**config.mk**
```make
export PLATFORM = sky130hd
export DESIGN_NAME = calc_seq
export DESIGN_NICKNAME = d
export VERILOG_FILES = /design/src/rtl/calc_seq.sv
export SDC_FILE = /design/constraint.sdc
export NUM_CORES = 1
export LEC_CHECK = 0
export CAP_MARGIN = 10
export CORE_UTILIZATION = 47
export CTS_BUF_LIST = sky130_fd_sc_hd__clkbuf_16
export DETAILED_ROUTE_END_ITERATION = 10
export MAX_ROUTING_LAYER = met4
export PLACE_DENSITY = 0.85
export SYNTH_ARGS = -nofsm -noshare
export SYNTH_HDL_FRONTEND = slang
export SYNTH_SLANG_ARGS = --single-unit
```
**constraint.sdc**
```tcl
create_clock -name clk -period 3.5 [get_ports clk]
set_clock_uncertainty 0.1 [all_clocks]
set_input_delay 0.35 -clock clk [delete_from_list [all_inputs] [get_ports clk]]
set_output_delay 0.35 -clock clk [all_outputs]
set_load 0.02 [all_outputs]
```
**src/rtl/calc_seq.sv**
```systemverilog
// Operation sequencer for the 16-bit calculator: captures operands and operators,
// launches the multi-cycle ALU and steers the accumulator load mux.
module calc_seq #(
  parameter int unsigned TIMEOUT = 255
) (
  input  logic        clk,
  input  logic        rst,
  input  logic        clr,
  input  logic [15:0] num_in,
  input  logic        num_valid,
  input  logic [1:0]  op_in,
  input  logic        op_valid,
  input  logic [15:0] acc_d,
  input  logic        alu_done,
  input  logic        alu_err,
  output logic        mpx_sel,
  output logic [15:0] opnd,
  output logic [15:0] acc,
  output logic [1:0]  alu_op,
  output logic        alu_start,
  output logic        busy,
  output logic        err
);

  localparam logic [2:0] S_IDLE     = 3'd0;
  localparam logic [2:0] S_LOAD     = 3'd1;
  localparam logic [2:0] S_HAVE_A   = 3'd2;
  localparam logic [2:0] S_WAIT_B   = 3'd3;
  localparam logic [2:0] S_EXEC     = 3'd4;
  localparam logic [2:0] S_WAIT_ALU = 3'd5;
  localparam logic [2:0] S_ERR      = 3'd6;

  localparam logic [7:0] TMO_LAST = 8'(TIMEOUT - 1);

  logic [2:0]  state_q, state_d;
  logic [15:0] opnd_q, opnd_d;
  logic [15:0] acc_reg_q, acc_reg_d;
  logic [1:0]  alu_op_q, alu_op_d;
  logic [7:0]  cnt_q, cnt_d;
  logic        acc_load_s;
  logic        mpx_sel_q, mpx_sel_d;
  logic        alu_start_q, alu_start_d;
  logic        busy_q, busy_d;
  logic        err_q, err_d;

  // Next-state, operand/operator capture and timeout counter.
  always_comb begin
    state_d    = state_q;
    opnd_d     = opnd_q;
    alu_op_d   = alu_op_q;
    cnt_d      = cnt_q;
    acc_load_s = 1'b0;
    case (state_q)
      S_IDLE: begin
        if (num_valid) begin
          opnd_d  = num_in;
          state_d = S_LOAD;
        end else begin
          state_d = S_IDLE;
        end
      end
      S_LOAD: begin
        acc_load_s = 1'b1;
        state_d    = S_HAVE_A;
      end
      S_HAVE_A: begin
        if (op_valid) begin
          alu_op_d = op_in;
          state_d  = S_WAIT_B;
        end else if (num_valid) begin
          opnd_d  = num_in;
          state_d = S_LOAD;
        end else begin
          state_d = S_HAVE_A;
        end
      end
      S_WAIT_B: begin
        if (num_valid) begin
          opnd_d  = num_in;
          state_d = S_EXEC;
        end else if (op_valid) begin
          alu_op_d = op_in;
          state_d  = S_WAIT_B;
        end else begin
          state_d = S_WAIT_B;
        end
      end
      S_EXEC: begin
        cnt_d   = 8'd0;
        state_d = S_WAIT_ALU;
      end
      S_WAIT_ALU: begin
        cnt_d = cnt_q + 8'd1;
        // A completion on the final counted cycle still wins over the timeout.
        if (alu_done && !alu_err) begin
          acc_load_s = 1'b1;
          state_d    = S_HAVE_A;
        end else if (alu_done) begin
          state_d = S_ERR;
        end else if (cnt_q == TMO_LAST) begin
          state_d = S_ERR;
        end else begin
          state_d = S_WAIT_ALU;
        end
      end
      S_ERR: begin
        state_d = S_ERR;
      end
      default: begin
        state_d = S_IDLE;
      end
    endcase
  end

  // Accumulator load from the external result mux.
  always_comb begin
    if (acc_load_s) begin
      acc_reg_d = acc_d;
    end else begin
      acc_reg_d = acc_reg_q;
    end
  end

  // Moore output decodes taken from the next state so the outputs leave a flop.
  always_comb begin
    mpx_sel_d   = (state_d == S_WAIT_ALU);
    alu_start_d = (state_d == S_EXEC);
    busy_d      = (state_d == S_LOAD) || (state_d == S_EXEC) || (state_d == S_WAIT_ALU);
    err_d       = (state_d == S_ERR);
  end

  // State and datapath registers; rst and clr both force the idle state.
  always_ff @(posedge clk) begin
    if (rst || clr) begin
      state_q     <= S_IDLE;
      opnd_q      <= 16'h0000;
      acc_reg_q   <= 16'h0000;
      alu_op_q    <= 2'b00;
      cnt_q       <= 8'd0;
      mpx_sel_q   <= 1'b0;
      alu_start_q <= 1'b0;
      busy_q      <= 1'b0;
      err_q       <= 1'b0;
    end else begin
      state_q     <= state_d;
      opnd_q      <= opnd_d;
      acc_reg_q   <= acc_reg_d;
      alu_op_q    <= alu_op_d;
      cnt_q       <= cnt_d;
      mpx_sel_q   <= mpx_sel_d;
      alu_start_q <= alu_start_d;
      busy_q      <= busy_d;
      err_q       <= err_d;
    end
  end

  assign mpx_sel   = mpx_sel_q;
  assign opnd      = opnd_q;
  assign acc       = acc_reg_q;
  assign alu_op    = alu_op_q;
  assign alu_start = alu_start_q;
  assign busy      = busy_q;
  assign err       = err_q;

endmodule
```
# Word-level counts from Yosys, hierarchy flattened

Cells that the tools add are included.

Add/subtract/negate cells: 1
Equality and inequality tests: 13
Multiplexer cells: 17
Reductions and logical operators: 12

Operators with widths:

| kind                                          | count |
|---|---|
| two-way mux 16 bit                            | 2 |
| case mux 16 bit (2 select lines)              | 1 |
| case mux 3 bit (7 select lines)               | 1 |
| == test 3 bit, second input constant          | 6 |
| case mux 8 bit (2 select lines)               | 1 |
| two-way mux 2 bit                             | 6 |
| adder 8 x 1 -> 8 bit, second input constant   | 1 |
| == test 8 bit, second input constant          | 1 |
| == test 3 x 1 -> 1 bit, second input constant | 2 |
| == test 3 x 2 -> 1 bit, second input constant | 2 |
| two-way mux 3 bit                             | 2 |
| nonzero test 2 bit                            | 3 |
| != test 2 bit, second input constant          | 2 |
| case mux 2 bit (2 select lines)               | 1 |
| AND reduction 2 bit                           | 2 |
| zero test 3 bit                               | 1 |
| logical OR 1 bit                              | 3 |
| two-way mux 1 bit                             | 2 |
| case mux 1 bit (2 select lines)               | 1 |
| OR reduction 2 bit                            | 1 |
| logical AND 1 bit                             | 1 |
| zero test 1 bit                               | 1 |

Register bits after elaboration: 49
Output and inout bits: 38
Bits of input ports: 41
Logic and storage cells: 52

# Depth between registers and ports, before layout

Depth after elaboration: 8
Gate-level depth with buffers: 7
Mapped depth without buffers: 7

# Worst setup path before layout

No wires, ideal clock.

Path type: flip-flop to flip-flop
Start: register state_q[1]
End: register acc_reg_q[0] (netlist: acc[0])
Period minus slack after synthesis: 1,456 ps
Data arrival time: 1,229 ps
Stages on the path, launching flop included: 7
Path slack: 2,044 ps
Required time: 3,272 ps
Path buffers: 2
Library setup time: 128 ps
Cells stage by stage: dfxtp_1 buf_6 nand2b_4 a21oi_4 buf_8 mux2i_1 nor2_1

Cells in the longest elaborated chain, start to end: 2
Elaborated cells on any way between the ends: 3
Those cells by class: 2 x eq/ne; 1 x mux

Ends and longest elaborated chain:

| what                                                           | RTL line | text |
|---|---|---|
| start: declaration                                             | 35       | `logic [2:0] state_q, state_d;` |
| start signal: assignment                                       | 145      | `state_q <= state_d;` |
| == test 3 bit / == test 3 x 1 -> 1 bit (equally long branches) | 53       | `case (state_q)` |
| case mux 1 bit (2 select lines) *                              | 53       |  |
| end signal: assignment                                         | 147      | `acc_reg_q <= acc_reg_d;` |
| end: declaration                                               | 37       | `logic [15:0] acc_reg_q, acc_reg_d;` |

Every way passes the cells marked *; elsewhere a longest branch is shown, timed or not.
A chain may end at the register's enable or synchronous reset.

# Final worst setup path

Start: register state_q[0]
End: register acc_reg_q[3] (netlist: acc[3])

The elaborated chain is that of the path after synthesis.

==> reports/summary.md <==
At the end of the flow the core is filled with cells to 71.94%. For the number of setup violations in the final report, the log shows 0. Clock tree synthesis inserted a total of 5 buffers. In this run, flip-flops and latches consume 49.4% of the power. The clock latency of the later-clocked register in the worst-skew pair was 0.28 ns. Clock-pin slew was measured on the worst setup and hold paths at 0.06 ns. After synthesis the netlist holds a flip-flop and latch count of 49. By startpoint and endpoint, the worst setup path is classified as register to register.

The logs give 2 for the depth of the CTS H-tree and 329 for the post-layout net count. For the total track usage, the log shows 21.53%. During placement, the flow inserted port buffers numbering 78.

The core box area is 4115 µm², and the highest ir drop seen on vdd is 0.3371 mV. Once detailed placement completed, the half-perimeter wirelength came to 3.367 mm. For the worst setup path, the data arrival time is 2.13 ns. In the finished design, the share of the clock period the worst path needs comes to 59.49%. The fraction of final layout cells sized beyond drive strength 1 is 5.923%, and the highest achievable clock rate is 480.3 MHz.

In this run the core area contains 23 standard-cell rows. The flow ran to the end, and the final reports show no timing, DRC or antenna violations. The number of nets in the synthesized netlist came out at 255. The run gives 0 as the number of buffers inserted by hold repair at cts. The share of the Yosys chip area taken by registers is 47.29%.

Routability-driven placement finished with a final weighted congestion of 0.7700. For the number of routed nets with antenna violations, the log shows 0. The remaining design rule violation count is 0, and the cell-internal power is 0.9087 mW. The path class of the tightest hold or removal check is register to register. TritonCTS built the clock tree.

At the placement stage, the worst setup path has a slack of 1.308 ns. For the worst flop-to-flop path, the logic depth is 4. The cell leakage power is 1.115 nW, and the sink count of the clock tree is 49. The tree is rooted in a sky130_fd_sc_hd__clkbuf_16.

The initial utilization of the core area, before any placement, comes to 50.41%. After synthesis, the mean cell area works out to 9.785 µm². The family with the most delay on the worst path was flip-flops. Combinational cells account for 11.8% of the total power. Setup repair after global routing left no endpoint under its margin. Dividing the detail-routed wire length by the instance count gives 14.09 µm. The overall die height works out to 68.44 µm. The die covers 4683 µm². The power per standard cell area is 394.3 nW/µm², and the area of the mapped netlist is 2074 µm². The tools report the destination of the worst register-to-register timing path as acc[3]$_SDFFE_PP0P_.

The actual transition at the worst max-transition pin was 0.7240 ns; the largest fanout on the critical path was 17. After detailed placement, the total cell area comes to 2820 µm². Quantity of gates resized following cts: 0. Max-cap violations in this run came to 0.

Once layout is done, the placed cells without fillers occupy 2960 µm². Counting both buffers and inverters, the worst setup path holds a total of 0. The top cell types in the final layout, fill and taps aside, are sky130_fd_sc_hd__clkdlybuf4s50_1 (78), sky130_fd_sc_hd__nor2_1 (50), sky130_fd_sc_hd__dfxtp_1 (49). Measured against its own limit, the worst slew margin works out to 51.62%. The run gives 0 as the initial antenna violation count.

Summed over all nets, the switching power comes to 0.2584 mW. The per-cell via count in the routed design works out to 5.027. For this design, the slowest cell found on the critical path is sky130_fd_sc_hd__dfxtp_1. The tools report the final-report max-slew violation count as 0.

The most critical setup path has its endpoint at acc[3]$_SDFFE_PP0P_. The run gives 31 as the pin count of the biggest net entering global routing. The pre-antenna-repair detailed-routing pass consisted of 4 iterations. Counting I/O delays and the setup requirement, the final critical path takes 2.082 ns.

In this run the count of I/O pins placed on the die edge is 79. In this run switching power makes up 22.14% of total power. Synthesis produced 212 cells. The count of final hold-check violations was 0. The tools report the launch point of the worst path as state_q[0]$_SDFF_PP0_.

The required time of the worst setup path is 3.55 ns, and the synthesis warning total is 0. STA classifies the critical path endpoint as a register. In this run the register-to-register setup slack is 1.42 ns. The worst setup path is launched from a register. The number of antenna diodes in the final layout is 0. Across all setup checks in the final design, the least slack found is 1.418 ns.

For this block, the routed nets add up to 4.748 mm of wire. The tools report the number of global-route vias before repair as 1563. The total number of cells along the worst setup path came out at 4. The residual overflow from global routing came out at 0. For the number of different library cells in the post-synthesis netlist, the log shows 41. The most common library cell in the layout ignoring fill and taps is sky130_fd_sc_hd__clkdlybuf4s50_1. The relative area change from synthesis to final layout is 42.70%, and the maximum buffer depth of the clock tree is 2.

The floorplan die width was 68.44 µm. In this run the critical register-to-register path is launched from state_q[0]$_SDFF_PP0_. The longest individual stage delay on the worst path came out at 0.78 ns.

The detailed router placed 1694 vias in this run. The setup TNS came out at 0 ns. Buffers added to address setup during post-CTS repair amount to 0.

Walking the worst path, the cells encountered are nand2b_4 -> a21oi_4 -> mux2i_1 -> nor2_1. The detailed router finished its first iteration with 57 violations. The clock network burns 38.8% of the power. The global-route wire length before repair came out at 7.141 mm.
-- registers in the layout (all words and copies together) (netlist names) --
name	cells
alu_start	1
acc	16
err	1
cnt_q	8
mpx_sel	1
state_q	3
alu_op	2
opnd	16
busy	1
-- area by class of cell --
type                    count  area (µm²)
fillers                   324        1155
flip-flops and latches     49       980.9
multi-input cells         148       977.2
repair buffers             79       788.3
clock buffers               5       125.1
well taps                  50       62.56
clock inverters             3       15.01
inverters                   3       11.26
-- Yosys cell counts, drive strengths merged --
| library cell | instances | share of area, % |
|---|---|---|
| mux2i | 34 | 16 |
| or4 | 1 | 0.36 |
| and3 | 2 | 0.84 |
| nand3 | 5 | 1.2 |
| nor4 | 1 | 0.30 |
| a31o | 1 | 0.42 |
| a21boi | 1 | 0.36 |
| o211ai | 2 | 1.4 |
| nand3b | 1 | 0.36 |
| nand2b | 2 | 0.97 |
| nor3b | 2 | 0.72 |
| nand4 | 1 | 0.30 |
| ha | 2 | 1.2 |
| a21o | 1 | 0.36 |
| and2b | 1 | 0.42 |
| or2b | 1 | 0.42 |
| a31oi | 1 | 0.30 |
| clkbuf | 5 | 0.90 |
| inv | 3 | 0.54 |
| a21oi | 10 | 3.0 |
| nor2 | 50 | 9.0 |
| and4bb | 1 | 0.60 |
| buf | 7 | 4.2 |
| a2bb2oi | 1 | 0.42 |
| nor2b | 5 | 2.2 |
| or2 | 2 | 0.60 |
| nor3 | 2 | 0.48 |
| nand2 | 10 | 2.3 |
| a211o | 1 | 0.42 |
| dfxtp | 49 | 47 |
| o21ai | 7 | 1.7 |
-- tightest hold or removal path, cell delays in order, from the launching register on --
cell and delay, ns:
sky130_fd_sc_hd__dfxtp_1 0.33, sky130_fd_sc_hd__mux2i_1 0.06, sky130_fd_sc_hd__nor2_1 0.07
-- power groups by stage --
stage	combinational (mW)	clock [mW]	sequential [mW]
detailed placement	0.138	0	0.589
global route	0.147	0.491	0.577
global placement	0.136	0	0.588
finish	0.138	0.453	0.577
floorplan	0.0614	0	0.597
CTS	0.139	0.463	0.576
-- layer usage --
layer | wire (µm) | up-vias | global-route usage (%)
met5 | 0 | - | -
met4 | 60 | 0 | 7.031
met3 | 244 | 5 | 4.667
met2 | 2475 | 53 | 38.11
met1 | 1967 | 772 | 23.71
li1 | - | 864 | -
-- how the worst min path moves through the flow --
stage / from / endpoint / slack, ns / cells after the start
2_1_floorplan: cnt_q[7]$_SDFFE_PP0P_ / cnt_q[7]$_SDFFE_PP0P_ / 0.36 / 2
3_3_place_gp: cnt_q[7]$_SDFFE_PP0P_ / cnt_q[7]$_SDFFE_PP0P_ / 0.37 / 2
3_5_place_dp: acc[2]$_SDFFE_PP0P_ / acc[2]$_SDFFE_PP0P_ / 0.38 / 2
4_1_cts: acc[2]$_SDFFE_PP0P_ / acc[2]$_SDFFE_PP0P_ / 0.40 / 2
5_1_grt: acc[2]$_SDFFE_PP0P_ / acc[2]$_SDFFE_PP0P_ / 0.42 / 2
6_report: acc[2]$_SDFFE_PP0P_ / acc[2]$_SDFFE_PP0P_ / 0.39 / 2
-- stage by stage --
step | cells | power [mW] | hold slack, ns
floorplan | 212 | 0.6584 | 0.3580
global placement | 329 | 0.7240 | 0.3672
detailed placement | 329 | 0.7263 | 0.3814
CTS | 337 | 1.178 | 0.3982
global route | 337 | 1.216 | 0.4180
finish | 337 | 1.167 | 0.3915
-- logic make-up (layout without fill, tap and decap cells) --
group                      Yosys count  in the layout  synth area share [%]
muxes                               34             34                 16.41
DFF                                 49             49                 47.29
AOI/OAI and AO/OA                   25             25                 8.324
buffers and inverters               15             90                 5.609
adders and majority gates            2              2                 1.206
and+or+nand+nor                     87             87                 21.17
(Power assumes the default switching activity.)
